==> src/rtl/mult_pkg.sv <==
`default_nettype none
// ============================================================================
// Package     : mult_pkg
// Description : Shared types and widths for the sequential shift-and-add
//               multiplier controller (mult_seq_ctrl) and its adder.
//               Contents: mult_state_t (IDLE/RUN/DONE), MULT_W, PROD_W.
// Revision    : 1.0 - initial release
// ============================================================================
package mult_pkg;

  localparam int MULT_W = 32;
  localparam int PROD_W = 64;

  typedef enum logic [1:0] {
    IDLE = 2'd0,
    RUN  = 2'd1,
    DONE = 2'd2
  } mult_state_t;

endpackage : mult_pkg
`default_nettype wire

==> src/rtl/FA32.sv <==
`default_nettype none
// ============================================================================
// Module      : FA32
// Description : 32-bit ripple-carry adder built from a chain of full adders.
//               Ports:
//                 a    in  32  addend
//                 b    in  32  addend
//                 cin  in  1   carry in
//                 sum  out 32  a + b + cin, low 32 bits
//                 cout out 1   carry out of bit 31
// Revision    : 1.0 - initial release
// ============================================================================
module FA32 (
  input  logic [31:0] a,
  input  logic [31:0] b,
  input  logic        cin,
  output logic [31:0] sum,
  output logic        cout
);

  logic [32:0] carry;

  assign carry[0] = cin;

  for (genvar i = 0; i < 32; i++) begin : g_bit
    assign sum[i]       = a[i] ^ b[i] ^ carry[i];
    assign carry[i + 1] = (a[i] & b[i]) | (carry[i] & (a[i] ^ b[i]));
  end

  assign cout = carry[32];

endmodule : FA32
`default_nettype wire

==> src/rtl/mult_seq_ctrl.sv <==
`default_nettype none
// ============================================================================
// Module      : mult_seq_ctrl
// Description : Sequential shift-and-add 32x32 unsigned multiplier controller.
//               One shared 32-bit ripple-carry adder (FA32) is used for all
//               iterations. Operands arrive on a valid/ready input handshake,
//               the product leaves on a valid/ready output handshake.
//               Ports:
//                 clk        in  1   rising-edge clock
//                 reset      in  1   asynchronous, active-high reset
//                 in_valid   in  1   operands a/b valid
//                 in_ready   out 1   controller can accept operands (IDLE)
//                 a          in  32  multiplicand
//                 b          in  32  multiplier
//                 out_valid  out 1   product valid, held until accepted (DONE)
//                 out_ready  in  1   consumer accepts product
//                 product    out 64  a*b, unsigned
//               Build option:
//                 MULT_EARLY_TERM_EN - when defined, RUN ends as soon as no set
//                 multiplier bits remain; a barrel shifter performs the
//                 remaining right-shift alignment in that single edge.
// Revision    : 1.0 - initial release
// ============================================================================
module mult_seq_ctrl
  import mult_pkg::*;
#(
  parameter int WIDTH = 32,
  parameter int CNT_W = 6
) (
  input  logic                 clk,
  input  logic                 reset,
  input  logic                 in_valid,
  output logic                 in_ready,
  input  logic [WIDTH-1:0]     a,
  input  logic [WIDTH-1:0]     b,
  output logic                 out_valid,
  input  logic                 out_ready,
  output logic [2*WIDTH-1:0]   product
);

  mult_state_t         state;
  mult_state_t         state_next;

  logic [MULT_W-1:0]   mcand;
  logic [MULT_W-1:0]   mplier;
  logic [MULT_W-1:0]   acc_hi;
  logic [MULT_W-1:0]   acc_lo;
  logic [CNT_W-1:0]    cnt;

  logic [MULT_W-1:0]   addend;
  logic [MULT_W-1:0]   sum;
  logic                cout;
  logic                last_iter;
  logic                early_done;

  // Partial product: multiplicand when the current multiplier LSB is set.
  assign addend    = mcand & {MULT_W{mplier[0]}};
  assign last_iter = (cnt == CNT_W'(MULT_W - 1));

  FA32 u_fa32 (
    .a    (acc_hi),
    .b    (addend),
    .cin  (1'b0),
    .sum  (sum),
    .cout (cout)
  );

`ifdef MULT_EARLY_TERM_EN
  // After cnt iterations the remaining (MULT_W - cnt) iterations would only
  // add zero and shift right, so they collapse into one right shift.
  logic [CNT_W:0]      align_sh;
  logic [PROD_W-1:0]   acc_aligned;

  assign align_sh    = (CNT_W + 1)'(MULT_W) - {1'b0, cnt};
  assign acc_aligned = {acc_hi, acc_lo} >> align_sh;
  assign early_done  = (mplier == '0);
`else
  assign early_done  = 1'b0;
`endif

  // --------------------------------------------------------------------------
  // State register
  // --------------------------------------------------------------------------
  always_ff @(posedge clk or posedge reset) begin
    if (reset) begin
      state <= IDLE;
    end else begin
      state <= state_next;
    end
  end

  // --------------------------------------------------------------------------
  // Next-state logic
  // --------------------------------------------------------------------------
  always_comb begin
    state_next = state;
    case (state)
      IDLE: if (in_valid)                state_next = RUN;
      RUN:  if (early_done || last_iter) state_next = DONE;
      DONE: if (out_ready)               state_next = IDLE;
      default:                           state_next = IDLE;
    endcase
  end

  // --------------------------------------------------------------------------
  // Output logic
  // --------------------------------------------------------------------------
  always_comb begin
    in_ready  = 1'b0;
    out_valid = 1'b0;
    case (state)
      IDLE:    in_ready  = 1'b1;
      DONE:    out_valid = 1'b1;
      default: ;
    endcase
  end

  assign product = {acc_hi, acc_lo};

  // --------------------------------------------------------------------------
  // Datapath registers
  // --------------------------------------------------------------------------
  always_ff @(posedge clk or posedge reset) begin
    if (reset) begin
      mcand  <= '0;
      mplier <= '0;
      acc_hi <= '0;
      acc_lo <= '0;
      cnt    <= '0;
    end else begin
      case (state)
        IDLE: begin
          if (in_valid) begin
            mcand  <= a;
            mplier <= b;
            acc_hi <= '0;
            acc_lo <= '0;
            cnt    <= '0;
          end
        end
        RUN: begin
`ifdef MULT_EARLY_TERM_EN
          if (early_done) begin
            {acc_hi, acc_lo} <= acc_aligned;
          end else
`endif
          begin
            // Carry out becomes acc_hi[31]; LSB of the sum drops into acc_lo.
            {acc_hi, acc_lo} <= {cout, sum, acc_lo[MULT_W-1:1]};
            mplier           <= mplier >> 1;
            cnt              <= cnt + CNT_W'(1);
          end
        end
        default: ;
      endcase
    end
  end

endmodule : mult_seq_ctrl
`default_nettype wire
==> config.mk <==
export PLATFORM = sky130hd
export DESIGN_NAME = mult_seq_ctrl
export DESIGN_NICKNAME = d
export VERILOG_FILES = /design/src/rtl/mult_pkg.sv /design/src/rtl/FA32.sv /design/src/rtl/mult_seq_ctrl.sv
export SDC_FILE = /design/constraint.sdc
export NUM_CORES = 1
export LEC_CHECK = 0
export BUFFER_PORTS_ARGS = -buffer_cell sky130_fd_sc_hd__buf_2
export CAP_MARGIN = 15
export CORE_UTILIZATION = 40
export CTS_BUF_LIST = sky130_fd_sc_hd__clkbuf_16
export DETAILED_ROUTE_END_ITERATION = 7
export GPL_ROUTABILITY_DRIVEN = 0
export MAX_ROUTING_LAYER = met4
export SETUP_SLACK_MARGIN = 0.4
export SYNTH_ARGS = -nofsm -noshare
export SYNTH_HDL_FRONTEND = slang
export SYNTH_SLANG_ARGS = --single-unit
==> constraint.sdc <==
create_clock -name clk -period 18.3 [get_ports clk]
set_input_delay 2.745 -clock clk [delete_from_list [all_inputs] [get_ports clk]]
set_output_delay 2.745 -clock clk [all_outputs]
set_load 0.02 [all_outputs]
-- Yosys cells after proc, flatten, opt, wreduce, memory -nomap -nowiden
Index checks and enable logic that the tools add are counted.
- input port bits: 68
- bits in registers: 136
- output and inout port bits: 66
- logic and storage cells: 189
- equality and inequality tests: 6
- add/subtract/negate cells: 1
- bitwise logic cells: 158
- reductions and logical operators: 5
- muxes and demuxes: 13
- operators by type and width (kind ; number):
    $pmux 32 s2 ; 3
    $mux 32 ; 2
    $and 1x1->1 ; 63
    $xor 1x1->1 ; 63
    $and 32x32->32 ; 1
    $or 1x1->1 ; 31
    $pmux 6 s2 ; 1
    $add 6x1->6 const B ; 1
    $eq 6x5->1 const B ; 1
    $mux 2 ; 3
    $mux 6 ; 1
    $ne 2x2->1 const B ; 3
    $pmux 2 s3 ; 1
    $reduce_and 2->1 ; 2
    $reduce_and 3->1 ; 1
    $eq 2x1->1 const B ; 1
    $eq 2x2->1 const B ; 1
    $logic_not 2->1 ; 1
    $mux 1 ; 2
    $reduce_bool 2->1 ; 1

-- Longest topological paths before layout
- word-level depth: 65
- mapped depth: 39
- depth with buffers taken out: 39

-- By module
Synthesis repeated with hierarchy kept, for this count alone.
- cells, all modules: 677
- area total of the unflattened synthesis: 6547.5 um^2
- modules (own cells, without submodules) (module ; cells each ; area each (um^2) ; sequential area each (um^2) ; times used):
    mult_seq_ctrl ; 635 ; 5869.4 ; 3403.3 ; 1
    FA32 ; 42 ; 678.2 ; 0.0 ; 1

-- Least setup slack after synthesis
OpenSTA, ideal clock, no wires.
- kind: reg-to-reg
- start point: register mplier[0]
- end point: register acc_hi[30]
- data arrival time: 13382 ps
- stages on the path, launching flop included: 39
- data required time: 18170 ps
- slack: 4788 ps
- path buffers: 1
- period minus slack after synthesis: 13512 ps
- library setup time: 130 ps
- cells stage by stage: dfrtp_1 -> clkbuf_1 -> nand2_1 -> fa_1 -> fa_1 -> fa_1 -> fa_1 -> fa_1 -> fa_1 -> fa_1 -> fa_1 -> fa_1 -> fa_1 -> fa_1 -> fa_1 -> fa_1 -> fa_1 -> fa_1 -> [... 3 more ...] -> fa_1 -> fa_1 -> fa_1 -> fa_1 -> fa_1 -> fa_1 -> fa_1 -> fa_1 -> inv_1 -> fa_1 -> inv_1 -> fa_1 -> inv_1 -> fa_1 -> inv_1 -> fa_1 -> fa_1 -> o21ai_0
- cells in the longest elaborated chain, start to end: 64
- elaborated cells on any way between the ends: 125
- classes of those cells: mux: 1; bitwise: 124
- ends and longest elaborated chain (element ; line ; RTL):
    start, declared ; mult_seq_ctrl.sv:45 ; logic [MULT_W-1:0] mplier;
    start signal, assigned ; mult_seq_ctrl.sv:150 ; mplier <= mplier >> 1;
    $and 32x32->32 (*) ; mult_seq_ctrl.sv:57 ; assign addend = mcand & {MULT_W{mplier[0]}};
    $and 1x1->1 or $xor 1x1->1 (tied branches) ; FA32.sv:27 ; assign carry[i + 1] = (a[i] & b[i]) | (carry[i] & (a[i] ^ b[i]));
    $and 1x1->1 ; FA32.sv:27 ;
    $or 1x1->1 ; FA32.sv:27 ;
    $and 1x1->1 ; FA32.sv:27 ;
    $or 1x1->1 ; FA32.sv:27 ;
    $and 1x1->1 ; FA32.sv:27 ;
    $or 1x1->1 ; FA32.sv:27 ;
    [... 48 more ...] ; - ;
    $and 1x1->1 ; FA32.sv:27 ;
    $or 1x1->1 ; FA32.sv:27 ;
    $and 1x1->1 ; FA32.sv:27 ;
    $or 1x1->1 ; FA32.sv:27 ;
    $and 1x1->1 ; FA32.sv:27 ;
    $or 1x1->1 ; FA32.sv:27 ;
    $xor 1x1->1 (*) ; FA32.sv:26 ; assign sum[i] = a[i] ^ b[i] ^ carry[i];
    $pmux 32 s2 (*) ; mult_seq_ctrl.sv:131 ; case (state)
    end signal, assigned ; mult_seq_ctrl.sv:149 ; {acc_hi, acc_lo} <= {cout, sum, acc_lo[MULT_W-1:1]};
    end, declared ; mult_seq_ctrl.sv:46 ; logic [MULT_W-1:0] acc_hi;
Mark *: on every way between the ends. The rest lies on a longest branch, timed or not.
A chain may end at the register's enable or synchronous reset.

-- Worst setup path in the final report
Ends and elaborated chain as after synthesis.

==> out/qor.csv <==
stage,metric,value,unit
routing,WL/cell,14.2,um
setup_path,worst-path fanout max,6,
setup_path,largest stage delay on the critical path,480,ps
timing,RSZ-0062 raised after global routing,false,
setup_path,Reg2Reg Depth,39,
setup_path,crit path capture type,flip-flop,
die,Die Span Y,130,um
timing,fmax,0.0718,GHz
global_route,first-pass GRT wire length,24.4,mm
synth,compound-gate portion of the synthesized area,10.6,%
setup_path,CP top delay family,adder cells,
synth,Synth Area in Adders,9.84,%
synth,dominant synthesized flop cell,dfrtp_1,
placed_design,HPWL Detailed,9.40,mm
synth,yosys warns,0,
synth,Mapped Cells,699,
clock_tree,"CTS clk-pin slew, worst paths",60,ps
global_route,GRT Total Usage,19.2,%
setup_path,R2R Path End,acc_hi[30],
synth,Yosys cell types,30,
synth,Synth Area in Simple Gates,21.8,%
global_route,GR Overflow Total,0,
synth,Post-Syn Area,6560,um^2
placed_design,DP Worst Slack,4240,ps
clock_tree,CTS buffer count,17,
clock_tree,clock buffer depth,2,
clock_tree,# hold bufs at CTS,0,
synth,fraction of synthesized area in multiplexers,0.172,%
timing,clk_skew,6.24,ps
synth,"Seq/Total Area, Yosys",51.9,%
die,Ports,134,
cells_and_area,"Design Area, Final",7980,um^2
timing,Worst Tran Pin Value,1120,ps
die,Die W,130,um
clock_tree,H-Tree Depth,4,
timing,Final Hold Fails,0,
setup_path,CP arrival,14180,ps
synth,Post-Synth XOR/XNOR Area,0,%
routing,drt total wl,14.7,mm
global_route,GR Layer Usage met3,5.21,%
cells_and_area,Area Overhead vs Synth,21.6,%
clock_tree,CTS tree,done,
setup_path,R2R setup slack,4370,ps
synth,Synth area leader,dfrtp_1,
cells_and_area,proportion of layout cells with a drive suffix above 1,21.0,%
worst_hold_path,hold_sp,mcand[0],
setup_path,FF-to-FF Start,mplier[0],
routing,Remaining DRCs,0,
die,Core Rows,46,
power_and_ir_drop,Tot Pwr,1.44,mW
routing,Initial DRT Pass Iterations,5,
cells_and_area,NumNets Final,911,
cells_and_area,Finished Core Util,50.1,%
synth,Area contributors post-synth,"dfrtp_1 52%, nand2_1 12%, fa_1 9.5%, nand3_1 5.2%, o21ai_0 4.7%",
cells_and_area,"commonest cells after routing, fill and taps aside","210 x nand2_1, 136 x dfrtp_1, 133 x buf_2, 68 x nand3_1, 62 x o21ai_0",
routing,Via density,4.93,
placed_design,placed cell area,7340,um^2
timing,final setup fails,0,
setup_path,WP depth,39,
synth,"EDFF count, synth",0,
global_route,Most Crowded Layer GR,met2,
cells_and_area,fin cells,1039,
synth,#FFs+latches synth,136,
setup_path,WS Path Type,reg2reg,
worst_hold_path,hold crit path type,reg2reg,
power_and_ir_drop,PwrDens,180,nW/um^2
clock_tree,post-CTS resize count,0,
routing,post-route ant nets,0,
global_route,antenna violations before repair,1,
synth,post-synth top area share,51.9,%
synth,largest family of logic cells by synthesized area,simple AND/OR/NAND/NOR gates,
timing,Final Critical Period,13930,ps
global_route,largest net degree at the start of global routing,101,
synth,Synthesized Nets,800,
setup_path,Slowest cell on crit path,fa_1,
timing,Max transition margin,24.9,%
placed_design,placed cell count,1006,
die,DIE AREA,16900,um^2
setup_path,Worst Setup SP,mplier[0],
clock_tree,post-CTS setup repair buffer count,0,
timing,period utilization,76.1,%
setup_path,Worst Path Buf+Inv,5,
power_and_ir_drop,Max VDD drop,0.0000739,V
run,Max-Cap Viols,0,
global_route,vias in the first global route,5065,
global_route,M2 GR Usage,30.0,%
clock_tree,worst skew pair latency,420,ps
timing,setup TNS,0,ps
die,core area,15900,um^2
setup_path,Crit path required time,18550,ps
run_status,outcome,finished clean,
setup_path,crit path to,acc_hi[30],
global_route,GR Layer Usage met1,23.9,%
clock_tree,root buf cell,clkbuf_16,
die,Starting Density,41.2,%
clock_tree,clock net sink count,136,
timing,Final WS setup,4370,ps
synth,Mean Syn Cell Area,9.39,um^2
routing,total number of vias,5119,
timing,Hold Slack,464,ps
power_and_ir_drop,leakage,3.94,nW
synth,asr flop ratio synth,100,%
routing,Initial DRC Count,289,
setup_path,"most used cell, CP",fa_1,
setup_path,CP Launch Type,flip-flop,
placed_design,number of port buffers,133,
cells_and_area,"most common cell after layout, fill and taps aside",nand2_1,
timing,"Slew Viols, Final",0,
power by group:
| part | switching (mW) | internal [mW] | leakage, nW |
|---|---|---|---|
| combinational | 0.346 | 0.194 | 1.91 |
| clock | 0.124 | 0.237 | 0.309 |
| sequential | 0.0990 | 0.440 | 1.72 |
layout make-up:
| class | instances | area [um^2] |
|---|---|---|
| Fill cell | 1579 | 7960 |
| Clock buffer | 17 | 425 |
| Sequential cell | 136 | 3400 |
| Timing Repair Buffer | 141 | 738 |
| Tap cell | 216 | 270 |
| Inverter | 36 | 140 |
| Multi-Input combinational cell | 478 | 2810 |
| Antenna cell | 1 | 2.50 |
| Clock inverter | 14 | 190 |
how the worst min path moves through the flow:
| stage | end | depth (start not counted) | slack, ps |
|---|---|---|---|
| after floorplan | mcand[0] | 2 | 440 |
| after global placement | mcand[0] | 2 | 450 |
| after detailed placement | mcand[0] | 2 | 460 |
| after CTS | mcand[0] | 2 | 470 |
| after global routing | mcand[16] | 2 | 500 |
| final | mcand[0] | 2 | 460 |
kinds of logic after synthesis:
logic type | Yosys count
AOI/OAI and AO/OA | 123
adders and majority gates | 33
buffers and inverters | 85
DFF | 136
muxes | 1
and+or+nand+nor | 321
worst min-delay path, delay by kind of cell (launching register included):
family | cells | cell delay, ps
and+or+nand+nor | 2 | 100
DFF | 1 | 330
synth_stat cells (11+ instances only):
| library cell | instances |
|---|---|
| fa_1 | 31 |
| nand3_1 | 68 |
| buf_2 | 19 |
| clkbuf_1 | 24 |
| dfrtp_1 | 136 |
| o21ai_0 | 62 |
| and3b_1 | 11 |
| a22oi_1 | 20 |
| nor2b_1 | 23 |
| inv_1 | 36 |
| a21oi_1 | 31 |
| nand2_1 | 210 |
sequential cells by signal (all words and copies together), names as in the netlist:
signal,count
acc_hi,32
acc_lo,32
mcand,32
mplier,32
cnt,6
state,2
per-layer routing:
metal	part of all wire, %	up-vias
li1	-	2503
met5	0	-
met4	1.5	0
met3	5.4	17
met2	47	116
met1	46	2483
No activity file was read; power rests on OpenSTA's default activity.
